### src/rtl/ripple_adder_reg.sv
// ripple_adder_reg: N-bit ripple-carry adder with a registered, valid-qualified
// output stage. The carry chain is built from explicit full-adder cells rather
// than a behavioural '+', so the cell structure survives into the netlist.
// Combinational sum/carry are also brought out for direct inspection.

// 1-bit full adder cell
module adder_1 (
  input  logic a,
  input  logic b,
  input  logic c_in,
  output logic sum,
  output logic c_out
);
  assign sum   = a ^ b ^ c_in;
  assign c_out = (a & b) | (a & c_in) | (b & c_in);
endmodule

// N-bit ripple chain of adder_1 cells. c_msb is the carry into the top bit,
// needed for signed overflow detection.
module adder_n #(
  parameter int N = 3
) (
  input  logic [N-1:0] a,
  input  logic [N-1:0] b,
  input  logic         c_in,
  output logic [N-1:0] sum,
  output logic         c_out,
  output logic         c_msb
);
  logic [N:0] carry;

  assign carry[0] = c_in;

  for (genvar i = 0; i < N; i++) begin : g_cell
    adder_1 u_fa (
      .a     (a[i]),
      .b     (b[i]),
      .c_in  (carry[i]),
      .sum   (sum[i]),
      .c_out (carry[i+1])
    );
  end

  assign c_out = carry[N];
  // For N=1 this is carry[0], i.e. c_in itself.
  assign c_msb = carry[N-1];
endmodule

// Top: combinational adder plus one output register stage
module ripple_adder_reg #(
  parameter int N = 3
) (
  input  logic         clk,
  input  logic         rst,
  input  logic         in_valid,
  input  logic [N-1:0] a,
  input  logic [N-1:0] b,
  input  logic         c_in,
  output logic [N-1:0] sum_comb,
  output logic         c_out_comb,
  output logic         out_valid,
  output logic [N-1:0] sum,
  output logic         c_out,
  output logic         overflow
);
  logic c_msb;
  logic ovf_comb;

  adder_n #(.N(N)) u_add (
    .a     (a),
    .b     (b),
    .c_in  (c_in),
    .sum   (sum_comb),
    .c_out (c_out_comb),
    .c_msb (c_msb)
  );

  // Signed overflow: carry into the MSB disagrees with carry out of it
  assign ovf_comb = c_out_comb ^ c_msb;

  // Result register: reset wins, capture on valid, otherwise hold data and drop valid
  always_ff @(posedge clk) begin
    if (rst) begin
      sum       <= '0;
      c_out     <= 1'b0;
      overflow  <= 1'b0;
      out_valid <= 1'b0;
    end else if (in_valid) begin
      sum       <= sum_comb;
      c_out     <= c_out_comb;
      overflow  <= ovf_comb;
      out_valid <= 1'b1;
    end else begin
      out_valid <= 1'b0;
    end
  end
endmodule

### config.mk
export PLATFORM = sky130hd
export DESIGN_NAME = ripple_adder_reg
export DESIGN_NICKNAME = d
export VERILOG_FILES = /design/src/rtl/ripple_adder_reg.sv
export SDC_FILE = /design/constraint.sdc
export NUM_CORES = 1
export LEC_CHECK = 0
export BUFFER_PORTS_ARGS = -buffer_cell sky130_fd_sc_hd__buf_4
export CAP_MARGIN = 0
export CORE_AREA = 2 2 39 41
export DETAILED_ROUTE_END_ITERATION = 10
export DIE_AREA = 0 0 41 43
export PLACE_DENSITY = 0.51
export SETUP_SLACK_MARGIN = 0.05
export SYNTH_ARGS = -nofsm -noshare
export SYNTH_HDL_FRONTEND = slang
export SYNTH_SLANG_ARGS = --single-unit
### constraint.sdc
create_clock -name clk -period 5.2 [get_ports clk]
set_input_delay 1.04 -clock clk [delete_from_list [all_inputs] [get_ports clk]]
set_output_delay 1.04 -clock clk [all_outputs]
set_load 0.01 [all_outputs]
==> metrics <==
Critical Path Start=a[0]; PD cells=approximately 280 nW/um2; Synth area leader=dfxtp_1; Tcrit/Tclk final=69.9%; most frequent cells in the layout=buf_4, inv_1, dfxtp_1; share of cells above drive strength 1=43.4%; Multi-input gate area=around 150 um2; initial antenna violation count=0; unrepaired setup endpoints after global routing=no; Reg clk slew, reported paths=0.05 ns; count of pins over their slew limit=0; Die X=41 um; setup bufs post-CTS=0; leakage=0.269 nW; area share of the leading cell type in the synthesized netlist=35.7%; reg2reg path depth=2; CP Data Required Time=4.16 ns; Top Ports=20; H-tree depth=1; Vert. Die Dim=43 um; Rel. slew slack=87.7%; Vias/cell=3.68; Post-route DRC=0; die area=around 1800 um2; Final Hold Viols=0; largest net degree at the start of global routing=10; final wirelength=approximately 620 um; WL per Instance=8.91 um; Core ar.=roughly 1400 um2; Worst setup EP type=primary output; Worst Skew=0 ns; total track usage=8.16%; Worst R2R Setup Slack=4.52 ns; Hold-fix buffers, CTS=0; Remaining Overflow, GRT=0; CP Data Arrival Time=around 2.6 ns; WHS Endpoint=c_out$_SDFFE_PP0P_; post-route ant nets=0; register area=120 um2; kind of critical path=primary input to primary output; number of global-route vias before repair=234; register area share after synthesis=35.7%; Initial Util=24.3%; YS warnings=0; Post-Syn Area=337 um2; Setup-failing EPs final=0; Hold Path Class=register to register; TritonCTS clock tree=done; CTS sink count=6; DR iter-0 viols=2; RR Startpoint=overflow$_SDFFE_PP0P_; Worst Path Max Fanout=2; Synth area leaders=dfxtp_1, fa_1, inv_1; post-route setup TNS=0 ns; first drt pass iteration count=2; worst-skew pair later-pin latency=between 0.2 and 0.25 ns; cts bufs inserted=3; final-stage net count=68; post-synth cell types=12; final antenna diode count=0; post_cts resized=0; end-of-flow core utilization=between 30% and 40%; status=completed; placement row count=14; commonest non-fill, non-tap cell in the layout=buf_4; Reg-to-Reg End=overflow$_SDFFE_PP0P_; worst hold start=c_out$_SDFFE_PP0P_; first-pass GRT wire length=890 um; GPL Wtd Cong=0.573; fill count=141; Syn Inst Count=35; Area growth, synth to finish=45.0%; syn_nets=48; Yosys reg bits=6; worst vdd ir=55.3 uV; I/O Buffers=19; dpl hpwl=around 500 um; maximum clock rate=275 MHz; Clock Tree Root=clkbuf_4; Startpoint Class=primary input; syn_area_per_cell=9.62 um2; via count=around 250; Max Cap Viol=0; Hold Path Depth=2; Slew @ Worst Pin=between 0.15 and 0.2 ns; Min Clock Period, post-route=around 3.6 ns; Max Buffers Root-to-Sink=2
-- cell families (layout without fill, tap and decap cells) --
| logic type | after synthesis | count (layout) | share of synthesized area [%] |
|---|---|---|---|
| flip-flops | 6 | 6 | 35.7 |
| buffers and inverters | 14 | 32 | 21.2 |
| AND/OR/NAND/NOR | 6 | 6 | 10.8 |
| adder cells (fa/ha/maj) | 3 | 3 | 17.8 |
| AO/OA/AOI/OAI | 4 | 4 | 8.92 |
| XOR/XNOR | 1 | 1 | 2.60 |
| multiplexers | 1 | 1 | 2.97 |
-- Yosys cell counts --
library cell / number
xnor2_1: 1
a211oi_1: 3
buf_4: 3
a21o_1: 1
nor3b_1: 1
dfxtp_1: 6
fa_1: 3
buf_6: 1
nor2b_4: 1
inv_1: 10
nor2_1: 4
mux2i_1: 1
-- metal layers --
metal	part of all wire [%]	wire length [um]	global-route usage (%)	up-vias
met1	40	247	8.44	106
met3	8.6	53	1.57	2
met5	0	0	0	-
met4	2.0	12	12.0	0
met2	49	302	10.6	10
li1	-	-	-	136
-- stage by stage --
stage	hold slack, ns	setup WS, ns	power [mW]	area [um2]	cells
3_3_place_gp	0.474	1.58	0.0945	465	66
5_1_grt	0.498	1.49	0.145	488	69
3_5_place_dp	0.477	1.54	0.0950	465	66
2_1_floorplan	0.496	1.73	0.0789	337	35
6_report	0.483	1.57	0.136	488	69
4_1_cts	0.484	1.55	0.140	488	69
-- how the worst max path moves through the flow --
| stage | endpoint | slack (ns) |
|---|---|---|
| 6_report | sum_comb[2] | 1.57 |
| 5_1_grt | sum_comb[2] | 1.49 |
| 4_1_cts | sum_comb[2] | 1.55 |
| 3_5_place_dp | sum_comb[2] | 1.54 |
| 3_3_place_gp | sum_comb[2] | 1.58 |
| 2_1_floorplan | sum_comb[2] | 1.73 |
-- worst max-delay path, stage by stage --
cell and delay [ns]:
buf_4 0.07, inv_1 0.04, fa_1 0.40, inv_1 0.07
fa_1 0.21, inv_1 0.07, fa_1 0.51, inv_1 0.04
buf_4 0.13
-- final cells by class --
| cell class | instances | share of cell area (%) |
|---|---|---|
| clock buffers | 3 | 4.62 |
| flip-flops and latches | 6 | 24.6 |
| inverters | 10 | 7.69 |
| well taps | 16 | 4.10 |
| multi-input cells | 15 | 29.7 |
| repair buffers | 19 | 29.2 |
-- sequential cells by signal, summed over array words and instances, names as in the netlist --
signal	count
sum	3
c_out	1
out_valid	1
overflow	1
-- where the power goes --
group	total (mW)	switching (mW)	leakage, nW	internal, mW
clock network	0.0430	0.0169	0.0138	0.0261
logic	0.0415	0.0184	0.206	0.0231
registers	0.0519	0.00171	0.0498	0.0502
total	0.136	0.0370	0.269	0.0994
(Power assumes the default switching activity.)
